$ cat src/rtl/matrix_key_scan_if.sv
// Keypad pin and key-event bundle shared between the scanner and its consumer.
// The master side drives the row lines and publishes key events. The slave side drives the columns.
interface matrix_key_scan_if;
    logic [3:0] key_col;
    logic [3:0] key_row;
    logic [3:0] key_code;
    logic       key_vld;
    logic       key_pressed;

    modport master (
        input  key_col,
        output key_row,
        output key_code,
        output key_vld,
        output key_pressed
    );

    modport slave (
        output key_col,
        input  key_row,
        input  key_code,
        input  key_vld,
        input  key_pressed
    );
endinterface

$ cat src/rtl/matrix_key_scan.sv
// 4x4 matrix keypad scanner: synchronizes the columns, debounces press and release,
// walks the rows to locate the key, and emits one registered event per press.
module matrix_key_scan #(
    parameter int TIME_20MS = 1000000,
    parameter int TIME_SCAN = 1000
) (
    input  logic                 clk,
    input  logic                 rst_n,
    matrix_key_scan_if.master    kbd
);
    localparam int CNT_MAX = (TIME_20MS > TIME_SCAN) ? TIME_20MS : TIME_SCAN;
    localparam int CNT_W   = $clog2(CNT_MAX + 1);
    localparam logic [CNT_W-1:0] DEB_LAST  = CNT_W'(TIME_20MS - 1);
    localparam logic [CNT_W-1:0] REL_LAST  = CNT_W'(TIME_20MS);
    localparam logic [CNT_W-1:0] SCAN_LAST = CNT_W'(TIME_SCAN - 1);

    typedef enum logic [1:0] {IDLE, DEBOUNCE, SCAN, HOLD} state_t;

    logic [3:0]       sync_q;
    logic [3:0]       col_s_q;
    state_t           state_q;
    logic [CNT_W-1:0] cnt_q;
    logic [1:0]       row_q;
    logic [3:0]       key_row_q;
    logic [3:0]       key_code_q;
    logic             key_vld_q;
    logic             key_pressed_q;
    logic             col_act;
    logic [1:0]       col_idx;

    always_ff @(posedge clk or negedge rst_n) begin
        if (!rst_n) begin
            sync_q  <= 4'hf;
            col_s_q <= 4'hf;
        end else begin
            sync_q  <= kbd.key_col;
            col_s_q <= sync_q;
        end
    end

    // Scanning downward lets the lowest pulled-low column win.
    always_comb begin
        col_act = (col_s_q != 4'hf);
        col_idx = 2'd0;
        for (int i = 3; i >= 0; i--) begin
            if (!col_s_q[i]) col_idx = 2'(i);
        end
    end

    always_ff @(posedge clk or negedge rst_n) begin
        if (!rst_n) begin
            state_q       <= IDLE;
            cnt_q         <= '0;
            row_q         <= 2'd0;
            key_row_q     <= 4'h0;
            key_code_q    <= 4'h0;
            key_vld_q     <= 1'b0;
            key_pressed_q <= 1'b0;
        end else begin
            key_vld_q <= 1'b0;
            case (state_q)
                IDLE: begin
                    key_row_q <= 4'h0;
                    if (col_act) begin
                        state_q <= DEBOUNCE;
                        cnt_q   <= '0;
                    end
                end
                DEBOUNCE: begin
                    if (!col_act) begin
                        state_q <= IDLE;
                    end else if (cnt_q == DEB_LAST) begin
                        state_q   <= SCAN;
                        cnt_q     <= '0;
                        row_q     <= 2'd0;
                        key_row_q <= 4'he;
                    end else begin
                        cnt_q <= cnt_q + 1'b1;
                    end
                end
                SCAN: begin
                    // Columns are only trusted at the end of the dwell, once the new row drive has synchronized.
                    if (cnt_q == SCAN_LAST) begin
                        cnt_q <= '0;
                        if (col_act) begin
                            state_q       <= HOLD;
                            key_code_q    <= {row_q, col_idx};
                            key_vld_q     <= 1'b1;
                            key_pressed_q <= 1'b1;
                        end else if (row_q == 2'd3) begin
                            state_q   <= IDLE;
                            key_row_q <= 4'h0;
                        end else begin
                            row_q     <= row_q + 2'd1;
                            key_row_q <= ~(4'b0001 << (row_q + 2'd1));
                        end
                    end else begin
                        cnt_q <= cnt_q + 1'b1;
                    end
                end
                HOLD: begin
                    // Any column activity is release bounce and restarts the release window.
                    if (col_act) begin
                        cnt_q <= '0;
                    end else if (cnt_q == REL_LAST) begin
                        state_q       <= IDLE;
                        cnt_q         <= '0;
                        key_row_q     <= 4'h0;
                        key_pressed_q <= 1'b0;
                    end else begin
                        cnt_q <= cnt_q + 1'b1;
                    end
                end
                default: state_q <= IDLE;
            endcase
        end
    end

    assign kbd.key_row     = key_row_q;
    assign kbd.key_code    = key_code_q;
    assign kbd.key_vld     = key_vld_q;
    assign kbd.key_pressed = key_pressed_q;
endmodule
$ cat src/flat_wrapper.sv
// flat-port wrapper written by rule: the top's interface ports become plain ports
module matrix_key_scan_flat 
#(
    parameter int TIME_20MS = 1000000,
    parameter int TIME_SCAN = 1000
)
  (clk, rst_n, kbd_key_col, kbd_key_row, kbd_key_code, kbd_key_vld, kbd_key_pressed);
  matrix_key_scan_if kbd_i ();
  input  logic clk;
  input  logic rst_n;
  input wire logic [$bits(kbd_i.key_col)-1:0] kbd_key_col;
  output wire logic [$bits(kbd_i.key_row)-1:0] kbd_key_row;
  output wire logic [$bits(kbd_i.key_code)-1:0] kbd_key_code;
  output wire logic [$bits(kbd_i.key_vld)-1:0] kbd_key_vld;
  output wire logic [$bits(kbd_i.key_pressed)-1:0] kbd_key_pressed;
  assign kbd_i.key_col = kbd_key_col;
  assign kbd_key_row = kbd_i.key_row;
  assign kbd_key_code = kbd_i.key_code;
  assign kbd_key_vld = kbd_i.key_vld;
  assign kbd_key_pressed = kbd_i.key_pressed;
  matrix_key_scan #(.TIME_20MS(TIME_20MS), .TIME_SCAN(TIME_SCAN)) u_core (.clk(clk), .rst_n(rst_n), .kbd(kbd_i));
endmodule
$ cat config.mk
export PLATFORM = sky130hd
export DESIGN_NAME = matrix_key_scan_flat
export DESIGN_NICKNAME = d
export VERILOG_FILES = /design/src/rtl/matrix_key_scan_if.sv /design/src/rtl/matrix_key_scan.sv /design/src/flat_wrapper.sv
export SDC_FILE = /design/constraint.sdc
export NUM_CORES = 1
export LEC_CHECK = 0
export ABC_CLOCK_PERIOD_IN_PS = 2200
export CORE_MARGIN = 4
export CORE_UTILIZATION = 53
export CTS_CLUSTER_SIZE = 12
export DETAILED_ROUTE_END_ITERATION = 10
export PLACE_DENSITY = 0.85
export SYNTH_ARGS = -nofsm -noshare
export SYNTH_HDL_FRONTEND = slang
export SYNTH_SLANG_ARGS = --single-unit
$ cat constraint.sdc
create_clock -name clk -period 2.2 [get_ports clk]
set_input_delay 0.44 -clock clk [delete_from_list [all_inputs] [get_ports clk]]
set_output_delay 0.44 -clock clk [all_outputs]
set_load 0.01 [all_outputs]
==> parameters.txt <==
Parameter                              Value

Synthesis
  Post-Synthesis Cells    about 230
  Post-synthesis sequential area ratio    44.9%
  Average size of a mapped cell    between 10 and 15 um^2
  Number of enable-type register cells in the synthesized netlist    0
  Mapped Area    ~0.0024 mm^2
  FFs w/ async S/R, synth    100%
  Top FF cell, synth    sky130_fd_sc_hd__dfrtp_1
  Number of library cell types mapped by synthesis    54
  Synth warn    0
  FF+latch count, synth    42
  Net count after synthesis    250

Timing
  Number of pins exceeding their max-slew limit in the final report    0
  Worst Hold Margin    between 150 and 200 ps
  Hold Fails Final Rpt    0
  Time the worst path needs with I/O delays and setup    2490 ps
  Final worst slack    -291 ps
  Final cycle utilization of the critical path    113%
  Final clock skew    10.2 ps
  Number of setup violations in the final report    32
  Worst Max-Slew Pin Slew    534 ps
  Slew Limit Headroom    64.4%
  Setup repair after global routing missed its margin    yes
  Fmax achieved    approximately 400 MHz

Drt
  Number of nets with antenna violations after routing    0
  Via Count    2290
  Starting DRC count in detailed routing    a little over 300
  Residual DRC count    0
  Post-detailed-route via-to-cell ratio    ~6.3
  Overall routed net length    between 7000 and 8000 um
  Routed wirelength normalized by instance count    19.8 um
  Detailed-routing iteration count for the pre-antenna-repair pass    5

Worst setup path
  Crit start category    flip-flop
  Kind of critical path    flip-flop to flip-flop
  CP max FO    5
  Reg2reg setup slack    -290 ps
  Launch point of the worst reg-to-reg path    u_core.cnt_q[3]
  Worst flop-to-flop path endpoint    u_core.cnt_q[6]
  Critical Path End Type    flip-flop
  Arrival time at the worst endpoint    around 2700 ps
  R2R cell count    7
  Critical path required time    between 2000 and 2500 ps

Power
  Sequential power share    30.1%
  Fraction of power spent switching nets    38.0%
  Peak VDD IR    roughly 0.00050 V
  Total leakage power    0.00142 uW
  Total power divided by cell area    891 mW/mm^2
  Switching power summed over all nets    1130 uW
  Combinational power share    a little over half
  Cell internal power dissipation    approximately 1900 uW
  Clock power frac    around 18%

Clock tree
  Level count of the clock H-tree    2
  Total clock buffers created by CTS    5
  Clock slew seen by the registers of the worst setup and hold paths    90 ps
  Clock buffer depth    2
  Clock Sinks    42
  Insertion delay of the later-clocked pin in the worst-skew pair    around 310 ps
  Buffer type at the clock tree root    sky130_fd_sc_hd__clkbuf_8
  CTS tree    done

Floorplanning
  Placement Rows    24
  Core outline area    between 0.004 and 0.005 mm^2
  Height of the die    74.8 um
  Number of ports placed on the die boundary    16
  Die X    74.8 um
  Initial standard-cell utilization of the core    54.7%
  Die Area    0.00559 mm^2

Finish
  Multi-input gate area in the final layout    0.00145 mm^2
  Fillcell total    246
  Final Core Density    77.4%
  Leading cell type in the layout, fill and taps excluded    sky130_fd_sc_hd__buf_4
  Non-filler instance count after layout    362
  Layout cells sized above 1    about two fifths
  Sequential cell area    roughly 0.0011 mm^2
  Highest-count cells in the layout ignoring fill and taps    51 x sky130_fd_sc_hd__buf_4, 34 x sky130_fd_sc_hd__dfrtp_1, 25 x sky130_fd_sc_hd__nand2_1, 16 x sky130_fd_sc_hd__inv_1, 14 x sky130_fd_sc_hd__clkdlybuf4s50_1
  Number of nets at the end of the flow    325
  Synthesis-to-layout area growth    41.5%
  Count of antenna diodes in the layout    0

Placement
  Instance count after placement with tap cells included    340
  Number of input and output port buffers inserted    15
  Half-perimeter wire length of the detailed placement result    around 4000 um
  Placer's final routability congestion estimate    between 0.9 and 1
  Worst slack after detailed placement    -190 ps

Global route
  Combined global-route utilization of all metal layers    between 20% and 30%
  Vias in the first global route    2046
  Initial antenna violation count    0
  First-pass GRT wire length    9740 um
  Largest net degree at the start of global routing    43
  Overflow left after global routing    0

Status
  Run status    finished with violations
  Failing checks    negative setup slack

Job
  Max Cap Viol    0

Worst hold path
  Hold crit path type    primary input to asynchronous set/reset pin
## state kept, by name (all words and copies together), names as in the netlist
signal                  flops
u_core.cnt_q               20
u_core.row_q                2
u_core.kbd.key_code         4
u_core.kbd.key_row          4
u_core.col_s_q              4
u_core.sync_q               4
u_core.kbd.key_pressed      1
u_core.state_q              2
u_core.kbd.key_vld          1
## power by group through the flow
stage	Combinational, uW	Clock (uW)	Sequential, uW
6_report	1550	533	898
5_1_grt	1620	576	905
4_1_cts	1190	545	895
3_5_place_dp	1080	0	915
3_3_place_gp	1060	0	908
2_1_floorplan	643	0	919
## per-layer routing
metal / up-vias / global-route usage (%) / share of wire, %
li1: 999 / - / -
met1: 1105 / 30.2 / 40
met2: 151 / 37.2 / 48
met3: 35 / 4.67 / 7.9
met4: 0 / 8.50 / 3.9
met5: - / 0 / 0
## Yosys cell counts, types with 2 or more instances
cell type                  count  area, um^2
sky130_fd_sc_hd__a21oi_1       7        35.0
sky130_fd_sc_hd__or3_2         4        30.0
sky130_fd_sc_hd__o21ai_0      17        85.1
sky130_fd_sc_hd__a21oi_2       3        26.3
sky130_fd_sc_hd__dfrtp_1      34         851
sky130_fd_sc_hd__nand4_1       6        37.5
sky130_fd_sc_hd__or4bb_1       2        22.5
sky130_fd_sc_hd__clkbuf_1      2        7.51
sky130_fd_sc_hd__o31ai_1       2        15.0
sky130_fd_sc_hd__a21o_1        2        15.0
sky130_fd_sc_hd__nand2_1      26        97.6
sky130_fd_sc_hd__xnor2_1       3        26.3
sky130_fd_sc_hd__and3_1        3        18.8
sky130_fd_sc_hd__dfstp_2       8         210
sky130_fd_sc_hd__o211ai_1      2        15.0
sky130_fd_sc_hd__inv_1        16        60.1
sky130_fd_sc_hd__nor3_1        7        35.0
sky130_fd_sc_hd__and4_1        2        17.5
sky130_fd_sc_hd__a21o_2        2        17.5
sky130_fd_sc_hd__nor2_1       11        41.3
sky130_fd_sc_hd__or4_1         2        15.0
sky130_fd_sc_hd__a311o_1       2        20.0
sky130_fd_sc_hd__a31oi_1       3        18.8
sky130_fd_sc_hd__nand3_1      12        60.1
sky130_fd_sc_hd__ha_1         10         125
sky130_fd_sc_hd__o311ai_0      2        17.5
sky130_fd_sc_hd__buf_6         4        45.0
sky130_fd_sc_hd__mux2_2        4        45.0
sky130_fd_sc_hd__mux2i_1       7        70.1
sky130_fd_sc_hd__and2_1        5        31.3
## logic make-up (layout without fill, tap and decap cells)
| logic type | after synthesis | count (layout) | share of synthesized area (%) |
|---|---|---|---|
| simple gates | 90 | 90 | 21.3 |
| compound gates | 55 | 55 | 17.4 |
| flops | 42 | 42 | 44.9 |
| buf+inv | 22 | 98 | 4.76 |
| mux | 11 | 11 | 4.87 |
| fa+ha+maj | 10 | 10 | 5.29 |
| xor+xnor | 4 | 4 | 1.48 |
## worst max-delay path, cell delays in order (launching register included)
cell and delay (ps):
sky130_fd_sc_hd__dfrtp_1 440, sky130_fd_sc_hd__or4_4 560, sky130_fd_sc_hd__nor4_4 380, sky130_fd_sc_hd__buf_4 190, sky130_fd_sc_hd__a21o_1 170, sky130_fd_sc_hd__a31oi_4 140
sky130_fd_sc_hd__and3b_1 200, sky130_fd_sc_hd__a221o_1 280
## through the flow
stage	total power (uW)	cell area, um^2	setup TNS [ps]
final	2980	3350	-4030
after global routing	3100	3350	-5700
after CTS	2630	3090	-1810
after detailed placement	2000	2890	-2600
after global placement	1970	2890	-1800
after floorplan	1560	2400	-899
## cell type report
type	count	share of cell area, %
well taps	52	1.94
flip-flops and latches	42	31.7
repair buffers	74	18.5
clock inverters	3	0.748
clock buffers	5	2.06
multi-input cells	170	43.3
inverters	16	1.79
## how the worst max path moves through the flow
stage / from / to / cells after the start
3_5_place_dp: u_core.cnt_q[1] / u_core.cnt_q[10] / 9
5_1_grt: u_core.cnt_q[19] / u_core.cnt_q[6] / 8
6_report: u_core.cnt_q[3] / u_core.cnt_q[6] / 7
2_1_floorplan: u_core.cnt_q[8] / u_core.state_q[1] / 6
3_3_place_gp: u_core.cnt_q[1] / u_core.cnt_q[10] / 9
4_1_cts: u_core.cnt_q[8] / u_core.cnt_q[4] / 8
## repair_timing
| action | in CTS | in global routing |
|---|---|---|
| pin swaps | 6 | 20 |
| hold buffers | 0 | 0 |
| resized for setup | 10 | 51 |
| setup endpoints to repair | 27 | 28 |
| cloned | 0 | 1 |
| buffers inserted | 7 | 7 |
(Power assumes the default switching activity.)
